**src/rtl/mips_pkg.sv**
```systemverilog
// Shared MIPS pipeline definitions: ALU operation encodings and register-index width.
package mips_pkg;

  typedef enum logic [3:0] {
    ALU_AND = 4'b0000,
    ALU_OR  = 4'b0001,
    ALU_ADD = 4'b0010,
    ALU_SUB = 4'b0110
  } alu_op_e;

  localparam int REG_W = 5;

  // Only add/sub leave a meaningful overflow bit; other ops leave it stale.
  function automatic logic ovf_meaningful(input logic [3:0] op);
    return (op == ALU_ADD) || (op == ALU_SUB);
  endfunction

endpackage

```
**src/rtl/exc_capture.sv**
```systemverilog
// Arithmetic-overflow trap capture: qualifies the raw ALU overflow bit, holds the
// pending trap and its EPC, and keeps a saturating count of traps taken.
module exc_capture
  import mips_pkg::*;
#(
  parameter int SIZE  = 32,
  parameter int CNT_W = 8
) (
  input  logic             clk,
  input  logic             rst,
  input  logic             capture,
  input  logic [3:0]       alu_op,
  input  logic             alu_ovf,
  input  logic             trap_en,
  input  logic [SIZE-1:0]  pc,
  input  logic             exc_ack,
  output logic             ovf_hit,
  output logic             busy,
  output logic             exc_valid,
  output logic [SIZE-1:0]  exc_epc,
  output logic [CNT_W-1:0] exc_count
);

  logic             exc_valid_q, exc_valid_d;
  logic [SIZE-1:0]  exc_epc_q, exc_epc_d;
  logic [CNT_W-1:0] exc_count_q, exc_count_d;

  assign ovf_hit = trap_en && ovf_meaningful(alu_op) && alu_ovf;

  always_comb begin
    exc_valid_d = exc_valid_q;
    exc_epc_d   = exc_epc_q;
    exc_count_d = exc_count_q;
    if (capture && ovf_hit) begin
      exc_valid_d = 1'b1;
      exc_epc_d   = pc;
      if (exc_count_q != '1) exc_count_d = exc_count_q + CNT_W'(1);
    end else if (exc_ack) begin
      exc_valid_d = 1'b0;
    end
  end

  always_ff @(posedge clk) begin
    if (rst) begin
      exc_valid_q <= 1'b0;
      exc_epc_q   <= '0;
      exc_count_q <= '0;
    end else begin
      exc_valid_q <= exc_valid_d;
      exc_epc_q   <= exc_epc_d;
      exc_count_q <= exc_count_d;
    end
  end

  assign busy      = exc_valid_q;
  assign exc_valid = exc_valid_q;
  assign exc_epc   = exc_epc_q;
  assign exc_count = exc_count_q;

endmodule

```
**src/rtl/ex_mem_stage.sv**
```systemverilog
// EX/MEM pipeline register: captures ALU result, flags and control one cycle after EX,
// with stall/flush handshake and precise overflow trapping.
module ex_mem_stage
  import mips_pkg::*;
#(
  parameter int SIZE  = 32,
  parameter int CNT_W = 8
) (
  input  logic             clk,
  input  logic             rst,
  input  logic             in_valid,
  output logic             in_ready,
  input  logic [3:0]       alu_op,
  input  logic [SIZE-1:0]  alu_out,
  input  logic             alu_zero,
  input  logic             alu_ovf,
  input  logic             trap_en,
  input  logic [SIZE-1:0]  pc,
  input  logic [REG_W-1:0] rd,
  input  logic             reg_we,
  input  logic             mem_rd,
  input  logic             mem_wr,
  input  logic             branch,
  input  logic [SIZE-1:0]  store_data,
  input  logic             stall,
  input  logic             flush,
  output logic             out_valid,
  output logic [SIZE-1:0]  out_result,
  output logic [SIZE-1:0]  out_store_data,
  output logic [REG_W-1:0] out_rd,
  output logic             out_reg_we,
  output logic             out_mem_rd,
  output logic             out_mem_wr,
  output logic             out_br_taken,
  output logic             exc_valid,
  output logic [SIZE-1:0]  exc_epc,
  input  logic             exc_ack,
  output logic [CNT_W-1:0] exc_count
);

  logic accept, take, ovf_hit, busy;

  logic             valid_q, valid_d;
  logic [SIZE-1:0]  result_q, result_d;
  logic [SIZE-1:0]  store_data_q, store_data_d;
  logic [REG_W-1:0] rd_q, rd_d;
  logic             reg_we_q, reg_we_d;
  logic             mem_rd_q, mem_rd_d;
  logic             mem_wr_q, mem_wr_d;
  logic             br_q, br_d;

  assign in_ready = !stall && !busy;
  assign accept   = in_valid && in_ready;
  // A flushed capture is killed before it can raise a trap.
  assign take     = accept && !flush;

  exc_capture #(.SIZE(SIZE), .CNT_W(CNT_W)) u_exc (
    .clk       (clk),
    .rst       (rst),
    .capture   (take),
    .alu_op    (alu_op),
    .alu_ovf   (alu_ovf),
    .trap_en   (trap_en),
    .pc        (pc),
    .exc_ack   (exc_ack),
    .ovf_hit   (ovf_hit),
    .busy      (busy),
    .exc_valid (exc_valid),
    .exc_epc   (exc_epc),
    .exc_count (exc_count)
  );

  always_comb begin
    valid_d      = valid_q;
    result_d     = result_q;
    store_data_d = store_data_q;
    rd_d         = rd_q;
    reg_we_d     = reg_we_q;
    mem_rd_d     = mem_rd_q;
    mem_wr_d     = mem_wr_q;
    br_d         = br_q;
    if (flush || (!stall && !take)) begin
      valid_d  = 1'b0;
      reg_we_d = 1'b0;
      mem_rd_d = 1'b0;
      mem_wr_d = 1'b0;
      br_d     = 1'b0;
    end else if (take) begin
      result_d     = alu_out;
      store_data_d = store_data;
      rd_d         = rd;
      valid_d      = !ovf_hit;
      reg_we_d     = reg_we && !ovf_hit;
      mem_rd_d     = mem_rd && !ovf_hit;
      mem_wr_d     = mem_wr && !ovf_hit;
      br_d         = branch && alu_zero && !ovf_hit;
    end
  end

  // EX -> MEM boundary
  always_ff @(posedge clk) begin
    if (rst) begin
      valid_q      <= 1'b0;
      result_q     <= '0;
      store_data_q <= '0;
      rd_q         <= '0;
      reg_we_q     <= 1'b0;
      mem_rd_q     <= 1'b0;
      mem_wr_q     <= 1'b0;
      br_q         <= 1'b0;
    end else begin
      valid_q      <= valid_d;
      result_q     <= result_d;
      store_data_q <= store_data_d;
      rd_q         <= rd_d;
      reg_we_q     <= reg_we_d;
      mem_rd_q     <= mem_rd_d;
      mem_wr_q     <= mem_wr_d;
      br_q         <= br_d;
    end
  end

  assign out_valid      = valid_q;
  assign out_result     = result_q;
  assign out_store_data = store_data_q;
  assign out_rd         = rd_q;
  assign out_reg_we     = valid_q && reg_we_q;
  assign out_mem_rd     = valid_q && mem_rd_q;
  assign out_mem_wr     = valid_q && mem_wr_q;
  assign out_br_taken   = valid_q && br_q;

endmodule

```
**config.mk**
```make
export PLATFORM = sky130hd
export DESIGN_NAME = ex_mem_stage
export DESIGN_NICKNAME = d
export VERILOG_FILES = /design/src/rtl/mips_pkg.sv /design/src/rtl/exc_capture.sv /design/src/rtl/ex_mem_stage.sv
export SDC_FILE = /design/constraint.sdc
export NUM_CORES = 1
export LEC_CHECK = 0
export BUFFER_PORTS_ARGS = -buffer_cell sky130_fd_sc_hd__buf_2
export CORE_AREA = 4 4 100 102
export CTS_CLUSTER_DIAMETER = 80
export DETAILED_ROUTE_END_ITERATION = 6
export DIE_AREA = 0 0 104 106
export PLACE_DENSITY = 0.81
export SLEW_MARGIN = 10
export SYNTH_ARGS = -nofsm -noshare
export SYNTH_HDL_FRONTEND = slang
export SYNTH_HIERARCHICAL = 1
export SYNTH_SLANG_ARGS = --single-unit
```
**constraint.sdc**
```tcl
create_clock -name clk -period 3.2 [get_ports clk]
set_input_delay 0.16 -clock clk [delete_from_list [all_inputs] [get_ports clk]]
set_output_delay 0.16 -clock clk [all_outputs]
set_load 0.02 [all_outputs]
```
Word level (Yosys, flattened, before mapping) --
Cells that the tools add are included. Widths: inputs -> output; s select.
Word-level totals: bits in writable memories 0, bits in latches 0, output and inout port bits 116, register bits after elaboration 115, memory bits (read-only) 0, memories kept 0
Operators by class: shifts and indexed selects 0, equal/unequal tests 3, $mul 0, divide/modulo/power cells 0, add/sub/neg operators 1, reduce and logical (&&, ||, !) cells 27, mux-type cells 2, bitwise operators 1, order comparisons 0
Operators by type and width (count):
- $logic_and 1x1->1 | 16
- $add 8x1->8 const B | 1
- $ne 8x8->1 const B | 1
- $logic_not 1->1 | 5
- $eq 4x2->1 const B | 1
- $eq 4x3->1 const B | 1
- $reduce_and 2->1 | 2
- $logic_or 1x1->1 | 2
- $mux 1 | 2
- $reduce_bool 2->1 | 1
- $reduce_or 2->1 | 1
- $not 1->1 | 1

Logic depth before layout (Yosys ltp) --
Gate-level depths: netlist of run 1.
depth after elaboration 9, depth in mapped cells 9, depth with buffers taken out 6

Modules after synthesis --
Netlist of run 1, hierarchy kept.
By module, submodules not included:
- ex_mem_stage | sequential area each 1481.4 um2, cells an instance 329, times used 1, area each 2620.0 um2
- exc_capture | sequential area each 820.8 um2, cells an instance 193, times used 1, area each 1567.8 um2

Least setup slack after synthesis of run 1 --
OpenSTA, ideal clock, no wires.
path kind reg-to-reg, start register u_exc.exc_valid_q, in the netlist u_exc/busy, end register u_exc.exc_count_q[7], in the netlist u_exc/exc_count[7], cell stages (with the launch flop) 8, data arrival time 2015 ps, setup time 70 ps, path buffers 1, required time 3130 ps, path slack 1114 ps, cells stage by stage dfxtp_1 > or4b_1 > inv_2 > buf_2 > and2_2 > o211ai_4 > or4_1 > a21oi_1
On the way: word-level cells in the longest chain between the ends 6
RTL lines:
- from (decl) | line exc_capture.sv:24 | logic exc_valid_q, exc_valid_d;
- from (signal assigned) | line exc_capture.sv:49 | exc_valid_q <= exc_valid_d;
- $logic_not 1->1 | line ex_mem_stage.sv:52 | assign in_ready = !stall && !busy;
- $logic_and 1x1->1 | line ex_mem_stage.sv:52
- $logic_and 1x1->1 | line ex_mem_stage.sv:53 | assign accept = in_valid && in_ready;
- $logic_and 1x1->1 | line ex_mem_stage.sv:55 | assign take = accept && !flush;
- named net take | line ex_mem_stage.sv:41 | logic accept, take, ovf_hit, busy;
- $logic_and 1x1->1 | line exc_capture.sv:34 | if (capture && ovf_hit) begin
- $reduce_and 2->1 (no line)
- to (signal assigned) | line exc_capture.sv:51 | exc_count_q <= exc_count_d;
- to (decl) | line exc_capture.sv:26 | logic [CNT_W-1:0] exc_count_q, exc_count_d;
The timed path passes the listed nets, and every way through them passes these cells. A chain may end at the register's enable or synchronous reset.

Worst setup path after layout of run 1 --
start register u_exc.exc_valid_q, in the netlist u_exc/busy, end register br_q
On the way: word-level cells in the longest chain between the ends 8
RTL lines:
- $logic_not 1->1 * | line ex_mem_stage.sv:52
- $logic_and 1x1->1 * | line ex_mem_stage.sv:52
- $logic_and 1x1->1 * | line ex_mem_stage.sv:53
- $logic_and 1x1->1 * | line ex_mem_stage.sv:55
- $logic_not 1->1 | line ex_mem_stage.sv:82 | if (flush || (!stall && !take)) begin
- $logic_and 1x1->1 | line ex_mem_stage.sv:82
- $logic_or 1x1->1 | line ex_mem_stage.sv:82
- $reduce_or 2->1 (no line)
- to (signal assigned) | line ex_mem_stage.sv:119 | br_q <= br_d;
- to (decl) | line ex_mem_stage.sv:50 | logic br_q, br_d;
Every way passes the cells marked *; elsewhere a longest branch is shown, timed or not.

==> results.ini, run 1 <==
[sta]
clock.fmax_mhz = 382
min_period_ns = 2.62
finalSetupViolCount = 0
tns_ns = 0
rsz0062_at_grt = false
fin_crit_sh = 0.819
tightest_slew_ns = 0.771
hold_violations = 0
max_slew_margin = 0.486
finClkSkew_ns = 0.0101
slew_viol_final = 0

[detailed_routing]
wl_per_cell_um = 15.9
dr.first_iter.drc_count = 331
vias_per_cell = 5.07
via_count = 4929
routed_wl_um = 15400
drcViolationCount = 0
drtPass1Iterations = 5
ant_nets = 0

[global_routing]
track_usage = 0.273
grt_pass1_wl_um = 24600
antenna_found_initial = 0
grt_overflow = 0
grt_pass1_vias = 4929
grt_start_max_net_pins = 76

[floorplanning]
fp.dieW_um = 104
core_sq_mm = 0.00911
die_area_sq_mm = 0.0110
ios = 234
initial_core_util = 0.460
die_y_um = 106
rows = 35

[critical_path]
worst_r2r_path_depth = 6
r2r-start = u_exc/busy
worstPathRequired_ns = 3.63
worstPathMaxFanout = 75
r2r_slack_ns = 0.58
path_class = reg2reg
cp-end-kind = register
arrival_ns = 3.04
start_kind = register
timing.rr.end = br_q

[worst_hold_path]
hold_class = in2reg
min_to = out_valid
min_path_cells = 3
hold_start = alu_ovf

[clocking]
cts_root_buf = clkbuf_8
cts_tree = yes
clock-sinks = 115
clock_latency_ns = 0.50
cts_setup_buffers = 0
clk_path_buf_depth = 2
cts_htree_levels = 4
clkTransAtPathRegs_ns = 0.06
cts_buffers = 17

[synthesis]
async_reset_ff_frac = 0
ys_seq_elements = 115
yosysTopAreaCell = dfxtp_1
synth.cell_area_sq_mm = 0.00419
ys_seq_area_frac = 0.550
synth_top_area_frac = 0.550
syn_area_per_cell_sq_um = 8.02
synth_area_leaders = dfxtp_1 (55%), nand2_1 (19%), a21oi_1 (13%), buf_2 (1.7%), clkbuf_1 (1.4%)
syn_inst = 522
synth_cell_type_count = 35
synth-edff-count = 0
synth_flop_cell = dfxtp_1
synth_nets = 641
yosysWarnings = 6

[finish]
antenna_cells = 0
final_nets = 967
fin_area_sq_mm = 0.00702
fill_cells = 555
multi_input_area_sq_mm = 0.00168
layout_commonest_cell = buf_2
syn2layout_area_growth_pct = 67.6
final_cell_mix = buf_2 (231), nand2_1 (209), dfxtp_1 (115)
drive_gt1_frac = 0.317
regArea_sq_mm = 0.00230

[power]
p_seq_frac = 0.393
combPwrFrac = 0.092
switchingPower_mw = 0.835
p_per_area_mw_per_mm2 = 536
switching_share = 0.222
power.leakage_nw = 3.16
p_int_mw = 2.93
p_clk_frac = 0.514
peakVddDrop_mv = 0.390

[outcome]
status = complete, no violations

[flow_run]
drv_cap = 0

[placed_design]
port_buffers = 232
dpl.hpwl_um = 8650
dpl-instance-area_sq_mm = 0.00533
place.gp.congestion = 0.793

cell type report:
class                      count  area share
clock buffer                  19      0.0615
clock inverter                13      0.0262
inverter                       2     0.00107
multi-input combinational    368       0.239
sequential                   115       0.328
tap                          111      0.0198
timing repair buffer         344       0.324
how the worst max path moves through the flow:
| stage | startpoint | depth (start not counted) | end |
|---|---|---|---|
| final | u_exc/busy | 6 | br_q |
| after global routing | u_exc/busy | 6 | br_q |
| after CTS | u_exc/busy | 6 | br_q |
| after floorplan | u_exc/busy | 7 | u_exc/exc_count[7] |
| after detailed placement | u_exc/busy | 7 | u_exc/exc_epc[27] |
| after global placement | u_exc/busy | 7 | u_exc/exc_epc[15] |
critical path: stages, from the launching register on:
cell and delay, ns:
dfxtp_1 0.35, or4b_2 0.68, inv_2 0.08, buf_4 0.56, nand4b_1 0.15, dlygate4sd3_1 0.59, a21oi_1 0.14
flip-flops by register name (all words and copies together), names as in the netlist:
register	flops
mem_wr_q	1
br_q	1
mem_rd_q	1
u_exc/exc_count	8
out_valid	1
reg_we_q	1
out_rd	5
out_store_data	32
u_exc/exc_epc	32
u_exc/busy	1
out_result	32
timing repair:
item / CTS / global route
resized for setup: 0 / 0
hold buffers: 107 / 0
hold endpoints to repair: 106 / 0
routing by layer:
layer,global-route usage,vias up,wire length [um]
met5,0,-,0
met4,0.107,0,441
met3,0.0947,44,1350
met2,0.496,264,7840
met1,0.291,2262,5770
li1,-,2359,-
kinds of logic after synthesis:
kind of cell	count (synthesis)	share of synthesized area
adder cells (fa/ha/maj)	1	0.00299
AND/OR/NAND/NOR	244	0.241
AO/OA/AOI/OAI	121	0.153
buffers and inverters	39	0.0490
XOR/XNOR	1	0.00209
multiplexers	1	0.00239
flip-flops	115	0.550
cells in the mapped netlist (2+ instances only):
cell type  instances
nand3b_1           3
nor2b_1            2
buf_2             14
nor2_1             6
and2_1             7
o31ai_1            2
a311oi_1           2
nand4_1            2
clkbuf_1          16
buf_6              5
nand2_1          209
a21oi_1          111
or4_1              2
dfxtp_1          115
nand3_1            3
and3_1             3
o21ai_0            2
power by group through the flow:
stage | Combinational (mW) | Clock, mW | Sequential [mW]
after floorplan | 0.0828 | 0 | 1.54
after global placement | 0.226 | 0 | 1.51
after detailed placement | 0.231 | 0 | 1.51
after CTS | 0.333 | 1.97 | 1.48
after global routing | 0.370 | 2.05 | 1.48
final | 0.347 | 1.93 | 1.48
through the flow:
| stage | total power, mW | util | std cells | hold slack [ns] | worst slack (ns) |
|---|---|---|---|---|---|
| after CTS | 3.78 | 0.770 | 972 | 0.0773 | 0.548 |
| after global routing | 3.90 | 0.770 | 972 | 0.126 | 0.440 |
| final | 3.76 | 0.770 | 972 | 0.102 | 0.581 |
| after floorplan | 1.63 | - | 522 | 0.296 | 1.11 |
| after detailed placement | 1.74 | 0.585 | 833 | 0.407 | 0.813 |
| after global placement | 1.73 | 0.585 | 833 | 0.400 | 0.904 |
(Power assumes the default switching activity.)
==> run 2: changes to the inputs <==
Settings changed: ABC_AREA set to 1, CORE_AREA 4 4 100 102 to 4 4 104 106, DIE_AREA 0 0 104 106 to 0 0 108 110, PLACE_DENSITY 0.81 to 0.77.
Clock period 3.2 ns to 2.55 ns, I/O delays scaled along.
==> run 2 against run 1 <==
Against the previous run:
- synthesized cell count grew 11%
- worst setup slack better by 0.048 ns
- sequential power increased by 28%
- first-iteration DRC count is 11% higher
- largest power group unchanged
- highest routed layer unchanged
==> results.ini, run 2 <==
[sta]
clock.fmax_mhz = 521  ; +36%
max_slew_margin = 0.477  ; -0.00955
finClkSkew_ns = 0.00733  ; -0.00272 ns
hold_violations = 0  ; unchanged
tightest_slew_ns = 0.784  ; +0.0135 ns
min_period_ns = 1.92  ; -0.698 ns
fin_crit_sh = 0.753  ; -0.0651
setup_ws_ns = 0.629  ; +0.0480 ns
rsz0062_at_grt = false
hold-worst-slack_ns = 0.0223  ; -0.0800 ns
tns_ns = 0  ; unchanged
slew_viol_final = 0  ; unchanged
finalSetupViolCount = 0  ; unchanged

[detailed_routing]
routed_wl_um = 15900  ; +3.4%
via_count = 5173  ; +5.0%
ant_nets = 0  ; unchanged
drcViolationCount = 0  ; unchanged
vias_per_cell = 4.90  ; -3.3%
drtPass1Iterations = 5  ; unchanged
dr.first_iter.drc_count = 367  ; +11%
wl_per_cell_um = 15.1  ; -4.8%

[global_routing]
grt_overflow = 0  ; unchanged
grt_pass1_wl_um = 24600  ; about the same
antenna_found_initial = 0  ; unchanged
track_usage = 0.261  ; -0.0118
grt_pass1_vias = 5239  ; +6.3%
grt_start_max_net_pins = 76  ; unchanged

[finish]
multi_input_area_sq_mm = 0.00174  ; +3.4%
final_nets = 1027  ; +6.2%
final_cell_mix = buf_2 (232), nor2_1 (218), dfxtp_1 (115)
drive_gt1_frac = 0.301  ; -0.0163
fill_cells = 667  ; +20%
regArea_sq_mm = 0.00230  ; unchanged
syn2layout_area_growth_pct = 63.5
layout_commonest_cell = buf_2

[synthesis]
synth_cell_type_count = 21  ; -40%
synth-edff-count = 0  ; unchanged
synth_area_leaders = dfxtp_1 (53%), nor2_1 (19%), o21ai_1 (6.0%), o21ai_0 (5.7%), nand2_1 (4.3%)
syn_inst = 580  ; +11%
ys_seq_area_frac = 0.527  ; -0.0231
synth_flop_cell = dfxtp_1
async_reset_ff_frac = 0  ; unchanged
yosysTopAreaCell = dfxtp_1
synth_nets = 699  ; +9.0%
synth_top_area_frac = 0.527  ; -0.0231
synth_most_common_cell = nor2_1
yosys-top-cells-count = nor2_1 (218), dfxtp_1 (115), o21ai_1 (52)
synth.cell_area_sq_mm = 0.00437  ; +4.4%
ys_seq_elements = 115  ; unchanged
yosysWarnings = 6  ; unchanged
syn_area_per_cell_sq_um = 7.54  ; -6.0%

[worst_hold_path]
hold_class = in2reg

[clocking]
clock-sinks = 115  ; unchanged
post_cts_resize_count = 0  ; unchanged
cts_htree_levels = 4  ; unchanged
cts_tree = yes
cts_root_buf = clkbuf_8
cts_setup_buffers = 0  ; unchanged
clock_latency_ns = 0.51  ; about the same
cts_buffers = 17  ; unchanged
clk_path_buf_depth = 2  ; unchanged
clkTransAtPathRegs_ns = 0.06  ; about the same
cts_hold_buffers = 106  ; -0.93%

[flow_run]
drv_cap = 0  ; unchanged

[critical_path]
arrival_ns = 2.36  ; -0.68 ns
cp-end-kind = register
worstPathRequired_ns = 2.99  ; -0.64 ns
worstPathMaxFanout = 34  ; -55%
start_kind = register
path_class = reg2reg

[floorplanning]
rows = 36  ; +2.9%
core_sq_mm = 0.00977  ; +7.3%
ios = 234  ; unchanged
initial_core_util = 0.447  ; -0.0125
die_area_sq_mm = 0.0119  ; +7.8%
die_y_um = 110  ; +3.8%
fp.dieW_um = 108  ; +3.8%

[power]
peakVddDrop_mv = 0.457  ; +17%
p_per_area_mw_per_mm2 = 657  ; +23%
power.leakage_nw = 3.44  ; +8.9%

[placed_design]
place.gp.congestion = 0.774  ; -2.3%
port_buffers = 232  ; unchanged
place_ws_ns = 0.824  ; +0.0110 ns
dpl.hpwl_um = 8700  ; +0.56%

[outcome]
status = complete, no violations

-- run 2: per-stage QoR --
stage          utilization  area [sq um]  std cells  power [mW]
2_1_floorplan            -          4370        580        2.16
3_3_place_gp         0.565          5520        916        2.32
3_5_place_dp         0.565          5520        916        2.33
4_1_cts              0.731          7150       1054        4.70
5_1_grt              0.731          7150       1054        4.88
6_report             0.731          7150       1055        4.70
-- run 2: where the power goes --
group | switching [mW] | internal, mW | total [mW] | leakage [nW]
clock network | 0.830 | 1.42 | 2.24 | 0.271
registers | 0.0318 | 1.86 | 1.89 | 0.935
logic | 0.291 | 0.270 | 0.561 | 2.23
total | 1.15 | 3.54 | 4.70 | 3.44
-- run 2: area by class of cell --
class,instances,share of cell area
repair buffers,342,0.317
inverters,29,0.0152
well taps,133,0.0233
multi-input cells,403,0.243
clock buffers,20,0.0609
flip-flops and latches,115,0.322
clock inverters,12,0.0186
diodes,1,0.000350
-- run 2: worst max-delay path, stage by stage (launching register included) --
cell and delay, ns:
dfxtp_1 0.35, nor2_4 0.21, nand2_2 0.09, inv_2 0.10
nand2_2 0.33, a21oi_1 0.23, dlygate4sd3_1 0.55
-- run 2: per-layer routing --
layer | GRT usage | wire length (um)
met5 | 0 | 0
met2 | 0.472 | 7970
met4 | 0.119 | 511
met1 | 0.271 | 5850
met3 | 0.0949 | 1600
-- run 2: final timing paths --
check / startpoint / end / slack (ns) / cells after the start
worst max-delay path: u_exc/busy / u_exc/busy / 0.63 / 6
worst min-delay path: flush / mem_wr_q / 0.02 / 6
worst max register to register: u_exc/busy / u_exc/busy / 0.63 / 6
worst min register to register: out_result[15] / out_result[15] / 0.47 / 2
-- run 2: logic make-up (layout without fill, tap and decap cells) --
group                      after synthesis  count (layout)  synth area share
AOI/OAI and AO/OA                      112             112             0.128
xor gates and xnor gates                 1               1           0.00200
adders and majority gates                1               1           0.00286
buffers and inverters                   62             403            0.0761
DFF                                    115             115             0.527
other                                    0               1                 0
and+or+nand+nor                        289             289             0.264
